$ cat src/rtl/transi_sequencer_pkg.sv
// rtl/transi_sequencer_pkg.sv - shared state encodings, select constants and helpers
//
// Package transi_seq_pkg
//   seq_state_e : sequencer FSM states (IDLE / PLAY / HOLD)
//   SEL_*       : transition-pattern mux select values
//   max_int     : elaboration-time maximum of two integers
package transi_seq_pkg;

  typedef enum logic [1:0] {
    ST_IDLE = 2'b00,
    ST_PLAY = 2'b01,
    ST_HOLD = 2'b10
  } seq_state_e;

  localparam logic [1:0] SEL_NADA    = 2'd0;
  localparam logic [1:0] SEL_TRANSI1 = 2'd1;
  localparam logic [1:0] SEL_TRANSI2 = 2'd2;
  localparam logic [1:0] SEL_TRANSI3 = 2'd3;

  function automatic int max_int(input int a, input int b);
    return (a > b) ? a : b;
  endfunction

endpackage

$ cat src/rtl/transi_sequencer_tick_counter.sv
// rtl/transi_sequencer_tick_counter.sv - tick counter with terminal-count detect
//
// Module transi_tick_counter
//   clk_i      in   system clock
//   rst_i      in   asynchronous active-high reset
//   en_i       in   count enable (one step per enabled cycle)
//   clr_i      in   synchronous clear, wins over en_i
//   terminal_i in   terminal value; the count wraps to 0 after reaching it
//   tc_o       out  count currently equals terminal_i
module transi_tick_counter #(
  parameter int TICKWIDTH = 8
) (
  input  logic                 clk_i,
  input  logic                 rst_i,
  input  logic                 en_i,
  input  logic                 clr_i,
  input  logic [TICKWIDTH-1:0] terminal_i,
  output logic                 tc_o
);

  logic [TICKWIDTH-1:0] count_q;
  logic [TICKWIDTH-1:0] count_d;

  assign tc_o = (count_q == terminal_i);

  // Wrapping on the terminal compare keeps the count bounded by terminal_i.
  always_comb begin
    count_d = count_q;
    if (clr_i) begin
      count_d = '0;
    end else if (en_i) begin
      count_d = tc_o ? '0 : count_q + TICKWIDTH'(1);
    end
  end

  always_ff @(posedge clk_i or posedge rst_i) begin
    if (rst_i) begin
      count_q <= '0;
    end else begin
      count_q <= count_d;
    end
  end

endmodule

$ cat src/rtl/transi_sequencer.sv
// rtl/transi_sequencer.sv - plays one animated transition on the pattern mux
//
// Module transi_sequencer
//   TRANSI_SEQ_CLOCK_50      in   system clock
//   TRANSI_SEQ_RESET_InHigh  in   asynchronous active-high reset
//   TRANSI_SEQ_start_In      in   one-cycle start request
//   TRANSI_SEQ_level_InBUS   in   transition ID (1..3, 0 ignored)
//   TRANSI_SEQ_tick_In       in   frame-rate enable strobe
//   TRANSI_SEQ_abort_In      in   synchronous abort
//   TRANSI_SEQ_select_OutBUS out  mux select, 0 = NADA
//   TRANSI_SEQ_frame_OutBUS  out  current frame index
//   TRANSI_SEQ_busy_Out      out  transition in progress
//   TRANSI_SEQ_done_Out      out  one-cycle completion pulse
module transi_sequencer
  import transi_seq_pkg::*;
#(
  parameter int SEQ_SELECTWIDTH   = 2,
  parameter int SEQ_FRAMEWIDTH    = 3,
  parameter int SEQ_NUMFRAMES     = 8,
  parameter int SEQ_TICKWIDTH     = 8,
  parameter int SEQ_TICKSPERFRAME = 25,
  parameter int SEQ_HOLDTICKS     = 50
) (
  input  logic                       TRANSI_SEQ_CLOCK_50,
  input  logic                       TRANSI_SEQ_RESET_InHigh,
  input  logic                       TRANSI_SEQ_start_In,
  input  logic [SEQ_SELECTWIDTH-1:0] TRANSI_SEQ_level_InBUS,
  input  logic                       TRANSI_SEQ_tick_In,
  input  logic                       TRANSI_SEQ_abort_In,
  output logic [SEQ_SELECTWIDTH-1:0] TRANSI_SEQ_select_OutBUS,
  output logic [SEQ_FRAMEWIDTH-1:0]  TRANSI_SEQ_frame_OutBUS,
  output logic                       TRANSI_SEQ_busy_Out,
  output logic                       TRANSI_SEQ_done_Out
);

  localparam int MAX_TERM = max_int(SEQ_TICKSPERFRAME, SEQ_HOLDTICKS) - 1;

  localparam logic [SEQ_TICKWIDTH-1:0]  FRAME_TERM = SEQ_TICKWIDTH'(SEQ_TICKSPERFRAME - 1);
  localparam logic [SEQ_TICKWIDTH-1:0]  HOLD_TERM  = SEQ_TICKWIDTH'(SEQ_HOLDTICKS - 1);
  localparam logic [SEQ_FRAMEWIDTH-1:0] LAST_FRAME = SEQ_FRAMEWIDTH'(SEQ_NUMFRAMES - 1);
  localparam logic [SEQ_SELECTWIDTH-1:0] SEL_IDLE  = SEQ_SELECTWIDTH'(SEL_NADA);

  generate
    if (MAX_TERM >= (1 << SEQ_TICKWIDTH)) begin : g_bad_tickwidth
      $error("transi_sequencer: SEQ_TICKWIDTH too narrow for tick terminal values");
    end
    if (SEQ_NUMFRAMES < 1 || SEQ_NUMFRAMES > (1 << SEQ_FRAMEWIDTH)) begin : g_bad_numframes
      $error("transi_sequencer: SEQ_NUMFRAMES out of range for SEQ_FRAMEWIDTH");
    end
    if (SEQ_TICKSPERFRAME < 1 || SEQ_HOLDTICKS < 1) begin : g_bad_ticks
      $error("transi_sequencer: tick counts must be at least 1");
    end
  endgenerate

  seq_state_e                 state_q,  state_d;
  logic [SEQ_SELECTWIDTH-1:0] select_q, select_d;
  logic [SEQ_SELECTWIDTH-1:0] id_q,     id_d;
  logic [SEQ_FRAMEWIDTH-1:0]  frame_q,  frame_d;
  logic                       busy_q,   busy_d;
  logic                       done_q,   done_d;

  logic                       cnt_en;
  logic                       cnt_clr;
  logic                       cnt_tc;
  logic [SEQ_TICKWIDTH-1:0]   cnt_term;

  // One counter serves both phases; its terminal follows the current phase.
  // Held cleared in IDLE so a tick coincident with start is never counted.
  assign cnt_term = (state_q == ST_HOLD) ? HOLD_TERM : FRAME_TERM;
  assign cnt_clr  = TRANSI_SEQ_abort_In || (state_q == ST_IDLE);
  assign cnt_en   = TRANSI_SEQ_tick_In;

  transi_tick_counter #(
    .TICKWIDTH(SEQ_TICKWIDTH)
  ) u_tick_counter (
    .clk_i      (TRANSI_SEQ_CLOCK_50),
    .rst_i      (TRANSI_SEQ_RESET_InHigh),
    .en_i       (cnt_en),
    .clr_i      (cnt_clr),
    .terminal_i (cnt_term),
    .tc_o       (cnt_tc)
  );

  always_comb begin
    state_d  = state_q;
    select_d = select_q;
    id_d     = id_q;
    frame_d  = frame_q;
    busy_d   = busy_q;
    done_d   = 1'b0;

    if (TRANSI_SEQ_abort_In) begin
      // Abort drops any start in IDLE and never produces a done pulse.
      if (state_q != ST_IDLE) begin
        state_d  = ST_IDLE;
        select_d = SEL_IDLE;
        frame_d  = '0;
        busy_d   = 1'b0;
      end
    end else begin
      unique case (state_q)
        ST_IDLE: begin
          if (TRANSI_SEQ_start_In && (TRANSI_SEQ_level_InBUS != '0)) begin
            state_d  = ST_PLAY;
            id_d     = TRANSI_SEQ_level_InBUS;
            select_d = TRANSI_SEQ_level_InBUS;
            frame_d  = '0;
            busy_d   = 1'b1;
          end
        end
        ST_PLAY: begin
          if (TRANSI_SEQ_tick_In && cnt_tc) begin
            if (frame_q < LAST_FRAME) begin
              frame_d = frame_q + SEQ_FRAMEWIDTH'(1);
            end else begin
              state_d = ST_HOLD;
            end
          end
        end
        ST_HOLD: begin
          if (TRANSI_SEQ_tick_In && cnt_tc) begin
            state_d  = ST_IDLE;
            select_d = SEL_IDLE;
            frame_d  = '0;
            busy_d   = 1'b0;
            done_d   = 1'b1;
          end
        end
        default: begin
          state_d  = ST_IDLE;
          select_d = SEL_IDLE;
          frame_d  = '0;
          busy_d   = 1'b0;
        end
      endcase
    end
  end

  always_ff @(posedge TRANSI_SEQ_CLOCK_50 or posedge TRANSI_SEQ_RESET_InHigh) begin
    if (TRANSI_SEQ_RESET_InHigh) begin
      state_q  <= ST_IDLE;
      select_q <= '0;
      id_q     <= '0;
      frame_q  <= '0;
      busy_q   <= 1'b0;
      done_q   <= 1'b0;
    end else begin
      state_q  <= state_d;
      select_q <= select_d;
      id_q     <= id_d;
      frame_q  <= frame_d;
      busy_q   <= busy_d;
      done_q   <= done_d;
    end
  end

  assign TRANSI_SEQ_select_OutBUS = select_q;
  assign TRANSI_SEQ_frame_OutBUS  = frame_q;
  assign TRANSI_SEQ_busy_Out      = busy_q;
  assign TRANSI_SEQ_done_Out      = done_q;

endmodule

$ cat config.mk
export PLATFORM = sky130hd
export DESIGN_NAME = transi_sequencer
export DESIGN_NICKNAME = d
export VERILOG_FILES = /design/src/rtl/transi_sequencer_pkg.sv /design/src/rtl/transi_sequencer_tick_counter.sv /design/src/rtl/transi_sequencer.sv
export SDC_FILE = /design/constraint.sdc
export NUM_CORES = 1
export LEC_CHECK = 0
export BUFFER_PORTS_ARGS = -buffer_cell sky130_fd_sc_hd__buf_4
export CAP_MARGIN = 20
export CELL_PAD_IN_SITES_DETAIL_PLACEMENT = 1
export CELL_PAD_IN_SITES_GLOBAL_PLACEMENT = 2
export CORE_UTILIZATION = 35
export CTS_BUF_LIST = sky130_fd_sc_hd__clkbuf_8
export DETAILED_ROUTE_END_ITERATION = 12
export PLACE_DENSITY = 0.86
export SETUP_SLACK_MARGIN = 0.4
export SYNTH_ARGS = -nofsm -noshare
export SYNTH_HDL_FRONTEND = slang
export SYNTH_SLANG_ARGS = --single-unit
$ cat constraint.sdc
create_clock -name TRANSI_SEQ_CLOCK_50 -period 3.6 [get_ports TRANSI_SEQ_CLOCK_50]
set_input_delay 0.72 -clock TRANSI_SEQ_CLOCK_50 [delete_from_list [all_inputs] [get_ports TRANSI_SEQ_CLOCK_50]]
set_output_delay 0.72 -clock TRANSI_SEQ_CLOCK_50 [all_outputs]
set_load 0.01 [all_outputs]
==> out/qor.txt, run 1 <==
=================================================================================
Antenna Nets Post-Route                                                         0
Die X-Extent                                                         53.9 microns
Nets in the synthesized netlist                                               108
Core Rows                                                                      18
Number of placed I/O pins                                                      14
Global-route wire length before repair                               3620 microns
Num Clock Sinks                                                                17
Leakage Power                                                            0.493 nW
Number of buffers inserted by port buffering                                   13
Setup violators final                                                           0
Req. time, crit path                                                      3730 ps
Primary flip-flop cell chosen by synthesis mapping                   sky130_fd_sc_hd__dfrtp_1
Number of post-CTS setup repair buffers                                         0
Number of register bits inferred by synthesis                                  17
Number of buffers added by the clock tree synthesis step                        3
Per-cell via count in the routed design                                      5.53
Number of max-capacitance violations reported                                   0
Iteration count of the initial detailed-routing pass                            4
Clock slew at reported path FFs                                             70 ps
Initial antenna violation count                                                 0
Slew of the pin with the lowest slew margin                                679 ps
Wirelength, routed                                                   2150 microns
Ratio of cells with drive above 1 in the final layout                       0.202
GRT Resource Usage Total                                                    0.175
Initial detailed-routing violation count                                       11
Final instance area                                                  0.00111 sq mm
Endpoint type of the worst setup path                                    register
Final clock period utilization by the worst path                            0.571
Netlist cell types                                                             37
Number of nets at the end of the flow                                         124
Later-pin clock latency in the skew report                                 250 ps
Placer congestion estimate                                                  0.706
Max Slew Vio Count                                                              0
Endpoints failing hold                                                          0
Achievable clock frequency                                                486 MHz
Die H                                                                53.9 microns
DRC violations left                                                             0
Hold/Removal Path Class                                                reg -> reg
Core region area                                                     0.00250 sq mm
Maximum net fanout on the critical path                                         5
Max Clock Skew                                                            2.41 ps
Synth Warn #                                                                    0
CTS tree                                                                      yes
Layout area overhead                                                        18.2%
Most frequent cells in the layout                                    sky130_fd_sc_hd__dfrtp_1, sky130_fd_sc_hd__nor2_1, sky130_fd_sc_hd__buf_4, sky130_fd_sc_hd__nand2_1
Data arrival time of the critical path                                    2190 ps
Hold buffer count at CTS                                                        0
Setup_tns                                                                    0 ps
Maximum number of pins on one net before global-route repair                   18
Share of the yosys chip area belonging to registers                         0.452
Peak supply drop                                                       0.000318 V
Post-synth top area cell                                             sky130_fd_sc_hd__dfrtp_1
Via count of the first global-routing pass                                    767
Largest cells by area after synthesis                                sky130_fd_sc_hd__dfrtp_1, sky130_fd_sc_hd__nor2_1, sky130_fd_sc_hd__nand2_1
Max_slew headroom                                                           0.547
Share of the synthesized area in the top cell type                          0.452
Area after DPL                                                       0.00107 sq mm
Number of diodes added for antenna fixing                                       0
Residual overflow from global routing                                           0
Via count                                                                     796
Number of synthesized flops with an enable pin                                  0
Type of the setup path with the least slack                            reg -> reg
Clock buffer depth                                                              2
Setup repair after global routing missed its margin                            no
Die area                                                             0.00290 sq mm
Final HPWL DP                                                        1600 microns
Combined area of all synthesized cells                                  941 sq um
Routed wire per std cell                                             14.9 microns
Fraction of synthesis flops using an asynchronous set or reset pin           1.00
Root buf cell                                                        sky130_fd_sc_hd__clkbuf_8
Clock period minus final worst setup slack                                2060 ps
Depth of the CTS H-tree                                                         1
Average cell area after synthesis                                      9.50 sq um
Kind of start point of the critical path                                 register
Most common library cell in the layout ignoring fill and taps        sky130_fd_sc_hd__dfrtp_1
Synthesized netlist cell count                                                 99
PD cells                                                              487 mW/mm^2
Initial cell density of the core                                            0.376
Run status                                                           finished clean
Number of resized instances in the post-cts repair step                         0
=================================================================================
==> final timing paths <==
path | from | endpoint | slack [ps] | cells after the start
worst min register to register | TRANSI_SEQ_busy_Out$_DFFE_PP0P_ | TRANSI_SEQ_busy_Out$_DFFE_PP0P_ | 530 | 1
worst max-delay path | u_tick_counter.count_q[2]$_DFFE_PP0P_ | TRANSI_SEQ_frame_OutBUS[1]$_DFFE_PP0P_ | 1540 | 5
min in group asynchronous | TRANSI_SEQ_RESET_InHigh | u_tick_counter.count_q[4]$_DFFE_PP0P_ | 570 | 2
worst min-delay path | TRANSI_SEQ_busy_Out$_DFFE_PP0P_ | TRANSI_SEQ_busy_Out$_DFFE_PP0P_ | 530 | 1
max in group asynchronous | TRANSI_SEQ_RESET_InHigh | u_tick_counter.count_q[3]$_DFFE_PP0P_ | 2590 | 2
worst max register to register | u_tick_counter.count_q[2]$_DFFE_PP0P_ | TRANSI_SEQ_frame_OutBUS[1]$_DFFE_PP0P_ | 1540 | 5
==> cells in the mapped netlist, types with 2 or more instances <==
cell	instances
sky130_fd_sc_hd__dfrtp_1	17
sky130_fd_sc_hd__nor2_1	16
sky130_fd_sc_hd__nand2_1	10
sky130_fd_sc_hd__nand3_1	4
sky130_fd_sc_hd__xor2_1	4
sky130_fd_sc_hd__a31oi_1	3
sky130_fd_sc_hd__inv_1	3
sky130_fd_sc_hd__mux2i_1	3
sky130_fd_sc_hd__nor3_1	3
sky130_fd_sc_hd__o21ai_0	3
sky130_fd_sc_hd__xnor2_1	3
sky130_fd_sc_hd__a21oi_1	2
sky130_fd_sc_hd__and3_1	2
sky130_fd_sc_hd__ha_1	2
sky130_fd_sc_hd__nand2b_1	2
==> cell type report <==
class	count	area [sq um]
multi-input cells	77	495
clock buffers	3	41.3
well taps	30	37.5
clock inverters	1	3.75
repair buffers	13	97.6
inverters	3	11.3
fillers	303	1390
flip-flops and latches	17	425
==> state kept, by name, summed over array words and instances, names as in the netlist <==
register,cells
TRANSI_SEQ_busy_Out,1
TRANSI_SEQ_done_Out,1
TRANSI_SEQ_frame_OutBUS,3
TRANSI_SEQ_select_OutBUS,2
state_q,2
u_tick_counter.count_q,8
==> critical path, cell delays in order (launching register included) <==
cell                      delay (ps)
sky130_fd_sc_hd__dfrtp_1         430
sky130_fd_sc_hd__or4b_4          530
sky130_fd_sc_hd__or3b_4          430
sky130_fd_sc_hd__o21ai_2         160
sky130_fd_sc_hd__nand2_1          90
sky130_fd_sc_hd__a221o_1         300
==> through the flow <==
stage	hold slack, ps	utilization	setup WS, ps	total power, W	instances
floorplan	507	-	1650	0.000349	99
CTS	532	0.445	1540	0.000552	144
global route	553	0.445	1460	0.000583	144
global placement	505	0.427	1580	0.000401	140
finish	527	0.445	1540	0.000542	144
detailed placement	512	0.427	1560	0.000405	140
==> power by group <==
part           switching [W]  internal [W]
logic              0.0000891     0.0000728
registers          0.0000246      0.000215
clock network      0.0000646     0.0000756
==> per-layer routing <==
| metal | wire length [microns] | track usage | vias to the layer above |
|---|---|---|---|
| met3 | 71 | 0.0282 | 4 |
| met4 | 18 | 0.0746 | 0 |
| met5 | 0 | 0 | - |
| met2 | 1050 | 0.257 | 13 |
| met1 | 1010 | 0.250 | 400 |
| li1 | - | - | 379 |
==> cell families (layout without fill, tap and decap cells) <==
| logic type | count (synthesis) | count (layout) | synth area share |
|---|---|---|---|
| AOI/OAI and AO/OA | 18 | 18 | 0.146 |
| buffers and inverters | 5 | 20 | 0.0213 |
| DFF | 17 | 17 | 0.452 |
| xor gates and xnor gates | 7 | 7 | 0.0652 |
| and+or+nand+nor | 46 | 46 | 0.245 |
| muxes | 4 | 4 | 0.0439 |
| adders and majority gates | 2 | 2 | 0.0266 |
Note: power is estimated with default switching activity, not from simulation.
==> run 2, diff against run 1 <==
Settings changed: ABC_AREA set to 1, CORE_UTILIZATION 35 to 34, PLACE_DENSITY 0.86 to 0.87.
Clock period 3.6 ns to 2 ns, I/O delays scaled along.
==> out/qor.txt, run 2 <==
=================================================================================
Netlist cell types                                                             27   -27%
Core Rows                                                                      19   +1
Number of diodes added for antenna fixing                                       0   unchanged
Hold/Removal Path Class                                               in -> async
Later-pin clock latency in the skew report                                 250 ps   about the same
Setup repair after global routing missed its margin                            no
Max Slew Vio Count                                                              0   unchanged
Endpoint type of the worst setup path                                    register
Residual overflow from global routing                                           0   unchanged
Number of synthesized flops with an enable pin                                  0   unchanged
Maximum number of pins on one net before global-route repair                   18   unchanged
Worst reg2reg startpoint                                             u_tick_counter.count_q[1]$_DFFE_PP0P_
Per-cell via count in the routed design                                      4.89   -12%
Average cell area after synthesis                                      7.89 sq um   -17%
Kind of start point of the critical path                                 register
Endpoints failing hold                                                          0   unchanged
Run status                                                           finished clean
PD cells                                                              980 mW/mm^2   +100%
Clock buffer depth                                                              2   unchanged
Number of placed I/O pins                                                      14   unchanged
Max_slew headroom                                                           0.539   -0.00726
Die H                                                                57.6 microns   +6.9%
Number of buffers added by the clock tree synthesis step                        3   unchanged
Ratio of cells with drive above 1 in the final layout                       0.281   +0.0793
Share of the yosys chip area belonging to registers                         0.405   -0.0469
Initial cell density of the core                                            0.371   -0.00530
Number of nets at the end of the flow                                         163   +31%
Seq. cell area                                                          427 sq um   +0.29%
Number of inserted filler cells in the final layout                           340   +12%
Via count of the first global-routing pass                                    972   +27%
Area used by multi-input combinational logic                            554 sq um   +12%
Core region area                                                     0.00283 sq mm   +13%
Synth Warn #                                                                    0   unchanged
Routed wire per std cell                                             12.6 microns   -16%
Largest register by flop count                                       u_tick_counter.count_q
Via count                                                                     899   +13%
Final instance area                                                  0.00126 sq mm   +13%
Max FFs per register                                                            8   unchanged
CTS tree                                                                      yes
Final HPWL DP                                                        1910 microns   +20%
Number of max-capacitance violations reported                                   0   unchanged
Max Clock Skew                                                           0.695 ps   -1.71 ps
Die X-Extent                                                         57.6 microns   +6.9%
Data arrival time of the critical path                                    1620 ps   -570 ps
Wirelength, routed                                                   2320 microns   +7.7%
Most frequent cells in the layout                                    sky130_fd_sc_hd__nand2_1, sky130_fd_sc_hd__dfrtp_1, sky130_fd_sc_hd__inv_1, sky130_fd_sc_hd__buf_4, sky130_fd_sc_hd__nor2_1
Iteration count of the initial detailed-routing pass                            4   unchanged
Global-route wire length before repair                               4190 microns   +16%
Die area                                                             0.00331 sq mm   +14%
Peak supply drop                                                       0.000468 V   +47%
Share of the synthesized area in the top cell type                          0.405   -0.0469
Root buf cell                                                        sky130_fd_sc_hd__clkbuf_8
Clock period minus final worst setup slack                                1480 ps   -577 ps
Primary flip-flop cell chosen by synthesis mapping                   sky130_fd_sc_hd__dfrtp_1
Final clock period utilization by the worst path                            0.740   +0.169
Most common library cell in the layout ignoring fill and taps        sky130_fd_sc_hd__nand2_1
Type of the setup path with the least slack                            reg -> reg
Layout area overhead                                                        20.0%
Req. time, crit path                                                      2140 ps   -1590 ps
DRC violations left                                                             0   unchanged
Setup_tns                                                                    0 ps   unchanged
Synthesized netlist cell count                                                133   +34%
Post-synth top area cell                                             sky130_fd_sc_hd__dfrtp_1
Achievable clock frequency                                                676 MHz   +39%
Clock slew at reported path FFs                                             60 ps   about the same
Leakage Power                                                            0.630 nW   +28%
Most common cell in the synthesized netlist                          sky130_fd_sc_hd__nand2_1
Post-synth top cells                                                 sky130_fd_sc_hd__nand2_1, sky130_fd_sc_hd__dfrtp_1, sky130_fd_sc_hd__inv_1
Hold buffer count at CTS                                                        0   unchanged
R2R setup slack                                                            520 ps   -1020 ps
Share of the core filled with cells                                         0.445   about the same
Setup slack of the critical path after layout                              520 ps   -1020 ps
Number of buffers inserted by port buffering                                   13   unchanged
Fraction of synthesis flops using an asynchronous set or reset pin           1.00   unchanged
Combined area of all synthesized cells                               0.00105 sq mm   +12%
Nets in the synthesized netlist                                               142   +31%
Number of register bits inferred by synthesis                                  17   unchanged
Worst slack, placed                                                        493 ps   -1060 ps
Depth of the CTS H-tree                                                         1   unchanged
Antenna Nets Post-Route                                                         0   unchanged
Placer congestion estimate                                                  0.782   +11%
Maximum net fanout on the critical path                                         5   unchanged
Initial detailed-routing violation count                                       13   +2
Slew of the pin with the lowest slew margin                                690 ps   +10.9 ps
Setup violators final                                                           0   unchanged
End of the worst register-to-register path                           TRANSI_SEQ_frame_OutBUS[1]$_DFFE_PP0P_
Largest cells by area after synthesis                                sky130_fd_sc_hd__dfrtp_1, sky130_fd_sc_hd__nand2_1, sky130_fd_sc_hd__inv_1
Area after DPL                                                       0.00119 sq mm   +11%
R2R cell count                                                                  7   +2
GRT Resource Usage Total                                                    0.167   -0.00800
Num Clock Sinks                                                                17   unchanged
Initial antenna violation count                                                 0   unchanged
Final Power                                                             0.00123 W   +130%
=================================================================================
[run 2: cell count changes after synthesis, sizes merged, moves of 5 or more]
cell | before | now
inv | 3 | 19
nand2 | 10 | 38
nand3 | 4 | 12
o21ai | 5 | 10
[run 2: logic make-up after synthesis]
kind of cell | share of synthesized area
xor gates and xnor gates | 0.0167
AOI/OAI and AO/OA | 0.103
DFF | 0.405
and+or+nand+nor | 0.380
buffers and inverters | 0.0715
adders and majority gates | 0.0238
[run 2: cell type report]
| type | count | area share |
|---|---|---|
| Sequential cell | 17 | 0.339 |
| Clock buffer | 3 | 0.0328 |
| Clock inverter | 1 | 0.00298 |
| Multi-Input combinational cell | 96 | 0.440 |
| Timing Repair Buffer | 16 | 0.0953 |
| Inverter | 20 | 0.0596 |
| Tap cell | 31 | 0.0308 |
[run 2: per-stage QoR]
stage	cells	hold WS, ps
2_1_floorplan	133	326
3_3_place_gp	177	459
5_1_grt	184	339
4_1_cts	181	284
6_report	184	259
3_5_place_dp	177	465
[run 2: what timing repair did]
action / CTS / global route
gates resized for setup: 0 / 4
buffers inserted: 0 / 3
endpoints found under the setup margin: 0 / 2
[run 2: report_power, final]
part	internal [W]	leakage, nW	switching, W
clock network	0.000136	0.0269	0.000112
logic	0.000198	0.373	0.000317
registers	0.000408	0.231	0.0000638
[run 2: worst max-delay path by stage]
stage                                             endpoint  cells after the start  slack (ps)                                   from
floorplan           TRANSI_SEQ_frame_OutBUS[0]$_DFFE_PP0P_                      7         640  u_tick_counter.count_q[1]$_DFFE_PP0P_
global placement     u_tick_counter.count_q[6]$_DFFE_PP0P_                      9         540                    TRANSI_SEQ_abort_In
detailed placement  TRANSI_SEQ_frame_OutBUS[1]$_DFFE_PP0P_                      7         490  u_tick_counter.count_q[1]$_DFFE_PP0P_
CTS                 TRANSI_SEQ_frame_OutBUS[1]$_DFFE_PP0P_                      7         480  u_tick_counter.count_q[1]$_DFFE_PP0P_
global route        TRANSI_SEQ_frame_OutBUS[1]$_DFFE_PP0P_                      8         410  u_tick_counter.count_q[3]$_DFFE_PP0P_
finish              TRANSI_SEQ_frame_OutBUS[1]$_DFFE_PP0P_                      7         520  u_tick_counter.count_q[1]$_DFFE_PP0P_
[run 2: critical path: stages (launching register included)]
cell and delay, ps:
sky130_fd_sc_hd__dfrtp_1 410, sky130_fd_sc_hd__or2_4 270, sky130_fd_sc_hd__nor2_4 110, sky130_fd_sc_hd__nand4_4 160, sky130_fd_sc_hd__a21oi_4 220, sky130_fd_sc_hd__nand2_2 90, sky130_fd_sc_hd__nand2_1 70, sky130_fd_sc_hd__nand2_1 50
[run 2: per-layer routing]
metal  up-vias  global-route usage  share of wire
met5         -                   0              0
met4         0              0.0732         0.0069
met3         2              0.0204          0.016
met2         4               0.299           0.53
met1       433               0.200           0.45
li1        460                   -              -
